File: src/rtl/regfile_sb.sv
// Decode-stage integer register file: NUM_RD registered read ports with write bypass,
// plus a per-register pending (scoreboard) bit whose next state is reported with each read.
module regfile_sb #(
  parameter int WIDTH      = 32,
  parameter int DEPTH_BITS = 5,
  parameter int NUM_RD     = 2,
  parameter int ZERO_REG   = 1
) (
  input  logic                         clk,
  input  logic                         rst,
  input  logic                         WrEn,
  input  logic [DEPTH_BITS-1:0]        WrAddress,
  input  logic [WIDTH-1:0]             WrData,
  input  logic [NUM_RD*DEPTH_BITS-1:0] RdAddress,
  output logic [NUM_RD*WIDTH-1:0]      RdData,
  output logic [NUM_RD-1:0]            RdBusy,
  input  logic                         RsvEn,
  input  logic [DEPTH_BITS-1:0]        RsvAddress,
  input  logic                         Flush,
  output logic                         AnyBusy
);

  localparam int DEPTH = 1 << DEPTH_BITS;

  logic [WIDTH-1:0] mem_reg [DEPTH];
  logic [DEPTH-1:0] pend_reg;
  logic [DEPTH-1:0] pend_next;
  logic             any_busy_reg;

  // Priority: flush clears everything, a new reservation beats a release by writeback.
  always_comb begin
    pend_next = pend_reg;
    for (int r = 0; r < DEPTH; r++) begin
      if (Flush)
        pend_next[r] = 1'b0;
      else if (RsvEn && (RsvAddress == DEPTH_BITS'(r)))
        pend_next[r] = 1'b1;
      else if (WrEn && (WrAddress == DEPTH_BITS'(r)))
        pend_next[r] = 1'b0;
    end
    if (ZERO_REG != 0)
      pend_next[0] = 1'b0;
  end

  always_ff @(posedge clk or posedge rst) begin
    if (rst) begin
      pend_reg     <= '0;
      any_busy_reg <= 1'b0;
    end else begin
      pend_reg     <= pend_next;
      any_busy_reg <= |pend_next;
    end
  end

  assign AnyBusy = any_busy_reg;

  genvar gi;
  generate
    for (gi = 0; gi < DEPTH; gi++) begin : g_reg
      localparam logic [DEPTH_BITS-1:0] ADDR = DEPTH_BITS'(gi);
      localparam bit WRITABLE = !((ZERO_REG != 0) && (gi == 0));

      always_ff @(posedge clk or posedge rst) begin
        if (rst)
          mem_reg[gi] <= '0;
        else if (WRITABLE && WrEn && (WrAddress == ADDR))
          mem_reg[gi] <= WrData;
      end
    end

    for (gi = 0; gi < NUM_RD; gi++) begin : g_rd
      logic [DEPTH_BITS-1:0] rd_addr;
      logic [WIDTH-1:0]      rd_sel;
      logic [WIDTH-1:0]      rd_data_reg;
      logic                  rd_busy_reg;

      assign rd_addr = RdAddress[gi*DEPTH_BITS +: DEPTH_BITS];

      // Zero register outranks the bypass, which outranks the stored value.
      always_comb begin
        rd_sel = mem_reg[rd_addr];
        if (WrEn && (WrAddress == rd_addr))
          rd_sel = WrData;
        if ((ZERO_REG != 0) && (rd_addr == '0))
          rd_sel = '0;
      end

      always_ff @(posedge clk or posedge rst) begin
        if (rst) begin
          rd_data_reg <= '0;
          rd_busy_reg <= 1'b0;
        end else begin
          rd_data_reg <= rd_sel;
          rd_busy_reg <= pend_next[rd_addr];
        end
      end

      assign RdData[gi*WIDTH +: WIDTH] = rd_data_reg;
      assign RdBusy[gi]                = rd_busy_reg;
    end
  endgenerate

endmodule
File: config.mk
export PLATFORM = sky130hd
export DESIGN_NAME = regfile_sb
export DESIGN_NICKNAME = d
export VERILOG_FILES = /design/src/rtl/regfile_sb.sv
export SDC_FILE = /design/constraint.sdc
export NUM_CORES = 2
export LEC_CHECK = 0
export CAP_MARGIN = 20
export CORE_ASPECT_RATIO = 1.4
export CORE_MARGIN = 1
export CORE_UTILIZATION = 28
export CTS_CLUSTER_SIZE = 25
export DETAILED_ROUTE_END_ITERATION = 10
export SYNTH_ARGS = -nofsm -noshare
export SYNTH_HDL_FRONTEND = slang
export SYNTH_SLANG_ARGS = --single-unit
File: constraint.sdc
create_clock -name clk -period 43.3 [get_ports clk]
set_input_delay 8.66 -clock clk [delete_from_list [all_inputs] [get_ports clk]]
set_output_delay 8.66 -clock clk [all_outputs]
set_load 0.01 [all_outputs]
Word level (Yosys, flattened, before mapping)
Cells that the tools add are included.
W data, S select, Z words.
{ "word_totals": {"reg_bits": 1090, "inputBits": 57, "output_inout_bits": 67, "elab_cells": 281} }
{ "classes": {"order_cmp": 4, "eq_ne": 64, "n_mux": 107, "n_bitwise": 2, "reduce_logical": 67} }
{ "ops": {"columns": ["cell", "count"], "rows": [
  ["$bmux W32 S5", 2],
  ["$mux W32", 8],
  ["$eq A5 B5 Y1 const B", 32],
  ["$mux W1", 95],
  ["$eq A5 B4 Y1 const B", 16],
  ["$logic_and A1 B1 Y1", 64],
  ["$eq A5 B3 Y1 const B", 8],
  ["$reduce_or A31 Y1", 1],
  ["$eq A5 B2 Y1 const B", 4],
  ["$ge A6 B6 Y1 const B", 2],
  ["$lt A5 B6 Y1 const B", 2],
  ["$not A5 Y6", 2],
  ["$bmux W1 S5", 2],
  ["$eq A5 B1 Y1 const B", 2],
  ["$eq A5 B5 Y1", 2],
  ["$logic_not A5 Y1", 2]
]} }

Depth between registers and ports, before layout
{ "depth": {"depth_word": 7, "depth_mapped": 11, "depth_no_buf": 7} }

Least setup slack after synthesis
Ideal clock, no wire load.
{ "synth_path": {"path_kind": "input-to-reg", "from": "input port RdAddress[5]", "to": "register g_rd[1].rd_data_reg[20]", "arrival_ps": 10715, "t_required_ps": 43168, "path_slack_ps": 32453, "path_stages": 10, "path_cell_list": "buf_2 -> buf_4 -> buf_2 -> clkbuf_1 -> mux4_2 -> mux4_2 -> mux2i_1 -> nor2_1 -> a21oi_1 -> nor2_1"} }
{ "synth_via": {"elab_chain_len": 6, "word_cells_on_any_way": 9, "cone_classes": "eq/ne (1); mux (5); bitwise (1); reduce/logical (2)"} }
{ "synth_rtl": {"columns": ["item", "line_no", "text"], "rows": [
  ["start: declaration", "14", "input logic [NUM_RD*DEPTH_BITS-1:0] RdAddress,"],
  ["$not A5 Y6 (implied by the code)", "81", "rd_sel = mem_reg[rd_addr];"],
  ["$bmux W32 S5", "81", null],
  ["$mux W32 (implied by the code) (2 in a row)", "81", null],
  ["$mux W32", "82", "if (WrEn && (WrAddress == rd_addr))"],
  ["$mux W32 (*)", "84", "if ((ZERO_REG != 0) && (rd_addr == '0))"],
  ["named net g_rd[1].rd_sel[20]", "73", "logic [WIDTH-1:0] rd_sel;"],
  ["end signal: assignment", "93", "rd_data_reg <= rd_sel;"],
  ["end: declaration", "74", "logic [WIDTH-1:0] rd_data_reg;"]
]} }
The timed path passes the listed nets; every way through them passes the cells marked *. The select of a mux whose other input is x is not followed.
A chain may end at the register's enable or synchronous reset.

Final worst setup path
{ "layout_path": {"from": "input port WrAddress[2]", "to": "register any_busy_reg, in the netlist AnyBusy"} }
{ "layout_via": {"elab_chain_len": 6, "word_cells_on_any_way": 156, "cone_classes": "eq/ne (31); mux (93); reduce/logical (32)"} }
{ "layout_rtl": {"columns": ["item", "line_no", "text"], "rows": [
  ["start: declaration", "12", "input logic [DEPTH_BITS-1:0] WrAddress,"],
  ["$eq A5 B5 Y1", "38", "else if (WrEn && (WrAddress == DEPTH_BITS'(r)))"],
  ["$logic_and A1 B1 Y1", "38", null],
  ["$mux W1", "38", null],
  ["$mux W1", "36", "else if (RsvEn && (RsvAddress == DEPTH_BITS'(r)))"],
  ["$mux W1", "34", "if (Flush)"],
  ["named net pend_next[29]", "27", "logic [DEPTH-1:0] pend_next;"],
  ["$reduce_or A31 Y1", "51", "any_busy_reg <= |pend_next;"],
  ["end signal: assignment", "51", null],
  ["end: declaration", "28", "logic any_busy_reg;"]
]} }
The timed path passes the listed nets, and every way through them passes these cells.

==> results.yml <==
job:
  cap_violations: 0
timing:
  setup_tns_ns: 0
  rsz0062_at_grt: "no"
  layout_worst_path_cycle_share: 0.277
  skew_ns: 0.0163
  period_needed_ns: 11.99
  max_slew.worst_pin.slew_ns: 1.15
  clock.fmax_ghz: 0.0834
  finalMaxSlewViolations: 0
  setup-violations-final: 0
  worst_relative_slew_slack: 0.232
  hold_violations: 0
  timing.final.ws_setup_ns: 31.31
clocking:
  clk_transition_reported_paths_ns: 0.06
  cts_made_buffers: 105
  postCtsSetupBuffers: 0
  clk_latency_ns: 0.74
  cts-hold-fix-buffers: 0
  cts_tree: "done"
  clockRootBuffer: "sky130_fd_sc_hd__clkbuf_16"
  clock_sinks: 1090
  cts.repair.resized: 0
  cts_h_tree_lvls: 3
  cts_buffer_depth: 3
placement:
  placed_cell_area_um2: 61100
  dp_worst_setup_slack_ns: 30.49
  place.detailed.hpwl_um: 100000
  globalplace.congestion: 0.860
  port-buffer-count: 123
setup_path:
  setup.worst_path.start: "WrAddress[2]"
  cp_data_required_time_ns: 43.88
  cpPeakStageDelay_ns: 0.85
  crit_path_max_fanout: 23
  regToRegSetupSlack_ns: 41.22
  path_cells: "clkdlybuf4s50_1 -> nand4_1 -> nor2_4 -> buf_4 -> a2bb2oi_1 -> nor2_1 -> nor4_1 -> and4_1 -> nand4_1"
  crit_end: "AnyBusy"
  crit_cells: 9
  critical_path.endpoint_type: "flop"
  critical_path_arrival_ns: 12.57
  worstSetupStartpointType: "input pin"
  critical_path.slowest_cell: "sky130_fd_sc_hd__nor2_4"
  worst_path_most_repeated_cell: "sky130_fd_sc_hd__nand4_1"
  critical_path.reg2reg.startpoint: "pend_reg[26]"
  critical_path_start_end_classification: "in -> reg"
  ff2ff_path_depth: 6
  family_with_the_most_delay_on_the_worst_path: "simple AND/OR/NAND/NOR gates"
  critPathBufInv: 2
  worst_r2r_endpoint: "g_rd[0].rd_busy_reg"
power:
  cell_internal_pwr_mw: 2.17
  p_seq_frac: 0.458
  power.share.clock: 0.332
  share_comb_of_total_power: 0.210
  net-switching-power_uw: 808
  vdd_drop_max_mv: 0.0351
  swShare: 0.271
  power_mw: 2.98
  power_density_over_the_cells_nw_per_um2: 45.4
  power_leakage_nw: 27.3
synthesis:
  postSynth.topFlopCell: "sky130_fd_sc_hd__dfrtp_1"
  synth_compound_gate_area_share: 0.0267
  main_combinational_cell_family_by_area_after_synthesis: "multiplexers"
  share_of_synthesized_area_spent_on_multiplexers: 0.442
  async_reset_ff_frac: 1.00
  syn_area_per_cell_um2: 15.2
  synth_area_um2: 57400
  post_synth_inst_count: 3767
  synthXorXnorAreaFrac: 0.00214
  synthesis.yosys.warnings: 32
  synth_edf_count: 0
  postSynthRegisterBits: 1090
  synthSimpleGateAreaFrac: 0.0251
  postSynthNetCount: 3824
  synthAdderAreaFrac: 0
  synth_sequential_area_ratio: 0.475
  netlist-cell-type-count: 66
finish:
  finalCoreUtilization: 0.322
  layout.cells.most_common_list: "sky130_fd_sc_hd__dfrtp_1, sky130_fd_sc_hd__mux2_2, sky130_fd_sc_hd__mux4_2"
  layout_commonest_cell: "sky130_fd_sc_hd__dfrtp_1"
  final_nets: 3752
  flow.area_growth_from_synthesis_pct: 14.2
  fin_area_um2: 65500
  max_reg_flops: 992
  fraction_of_layout_instances_using_a_drive_strength_above_1: 0.506
die:
  die_width_um: 385
  die_footprint_um2: 207000
  pin_count: 124
  die_h_um: 538
  core.rowCount: 196
  start_util: 0.282
  floorplan.core_area_um2: 204000
drt:
  drt-total-wl_um: 187000
  drtIter0Drc: 3080
  avgRoutedWirePerCell_um: 29.0
  antenna_violating_nets_post_route: 0
  total_length_of_routed_met3_wires_um: 13500
  route.layer.met1.wl_um: 77900
  initial_drt_pass_iterations: 6
  drt_via_density: 5.52
  detailroute.wirelength.met2_um: 88300
  drc: 0
  top_layer_used: "met5"
  routed-via-count: 35700
grt:
  antenna_found_initial: 24
  grt_max_degree: 170
  grt_pass1_wl_um: 273000
  globalRoute.totalOverflow: 0
  groute.usage.overall: 0.181
  grt_pass1_vias: 37300
run_status:
  status: "finished, final reports clean"
min_path:
  min-delay-path-class: "reg -> reg"
## kinds of logic after synthesis
family,Yosys count
multiplexers,1695
XOR/XNOR,14
AO/OA/AOI/OAI,241
buffers and inverters,418
AND/OR/NAND/NOR,309
flip-flops,1090
## per-stage QoR
step / hold WS, ns / std cells
global route: 0.535 / 6455
floorplan: 0.477 / 3767
CTS: 0.523 / 6423
global placement: 0.488 / 6230
detailed placement: 0.508 / 6230
finish: 0.519 / 6457
## area by class of cell
cell class / count / area [um2]
Sequential cell: 1090 / 27300
Tap cell: 2673 / 3340
Clock inverter: 53 / 683
Timing Repair Buffer: 228 / 2590
Inverter: 11 / 53.8
Multi-Input combinational cell: 2259 / 28600
Clock buffer: 140 / 2950
Fill cell: 19800 / 138000
Antenna cell: 3 / 7.51
## worst min-delay path by stage
stage               depth (start not counted)      endpoint          from
finish                                      1  mem_reg[376]  mem_reg[376]
global route                                1  mem_reg[151]  mem_reg[151]
detailed placement                          1  mem_reg[366]  mem_reg[366]
CTS                                         1  mem_reg[376]  mem_reg[376]
global placement                            1  mem_reg[366]  mem_reg[366]
floorplan                                   1  mem_reg[354]  mem_reg[354]
## power groups by stage
stage	combinational, mW	sequential (mW)	clock [mW]
3_5_place_dp	0.621	1.38	0
5_1_grt	0.669	1.39	1.04
4_1_cts	0.622	1.36	1.01
6_report	0.625	1.36	0.990
2_1_floorplan	0.469	1.33	0
3_3_place_gp	0.608	1.37	0
## cell usage after synthesis (all sizes together) (2+ instances only)
| cell | count | area share |
|---|---|---|
| a2111oi | 9 | 0.0014 |
| a211o | 2 | 0.00031 |
| a211oi | 2 | 0.00026 |
| a21oi | 59 | 0.0051 |
| a221oi | 7 | 0.0011 |
| a22oi | 15 | 0.0020 |
| a31o | 4 | 0.00061 |
| a31oi | 7 | 0.00076 |
| a32oi | 5 | 0.00076 |
| and2 | 2 | 0.00022 |
| and3b | 2 | 0.00031 |
| and4 | 2 | 0.00031 |
| buf | 166 | 0.013 |
| clkbuf | 241 | 0.016 |
| dfrtp | 1090 | 0.48 |
| inv | 11 | 0.00072 |
| mux2 | 1002 | 0.20 |
| mux2i | 123 | 0.021 |
| mux4 | 570 | 0.22 |
| nand2 | 109 | 0.0076 |
| nand2b | 8 | 0.00087 |
| nand3 | 9 | 0.00078 |
| nand4 | 5 | 0.00054 |
| nand4b | 3 | 0.00046 |
| nor2 | 114 | 0.0075 |
| nor2b | 9 | 0.00098 |
| nor3 | 8 | 0.00070 |
| nor3b | 5 | 0.00065 |
| nor4 | 10 | 0.0011 |
| nor4b | 2 | 0.00031 |
| nor4bb | 4 | 0.00070 |
| o21ai | 82 | 0.0071 |
| o221ai | 2 | 0.00031 |
| o22ai | 5 | 0.00054 |
| o2bb2ai | 25 | 0.0038 |
| o311ai | 2 | 0.00031 |
| o32a | 2 | 0.00035 |
| o32ai | 4 | 0.00061 |
| or2 | 10 | 0.0011 |
| xnor2 | 5 | 0.00076 |
| xor2 | 9 | 0.0014 |
## worst register-to-register path: cells and delay by family, from the launching register on
kind            cells  cell delay (ns)
flops               1             0.32
compound gates      5             1.27
simple gates        1             0.44
## per-layer routing
layer | vias up | GRT usage
met5 | - | 0
met4 | 32 | 0.0659
met3 | 370 | 0.0399
met2 | 1279 | 0.291
met1 | 19600 | 0.239
li1 | 14400 | -
Note: power is estimated with default switching activity, not from simulation.
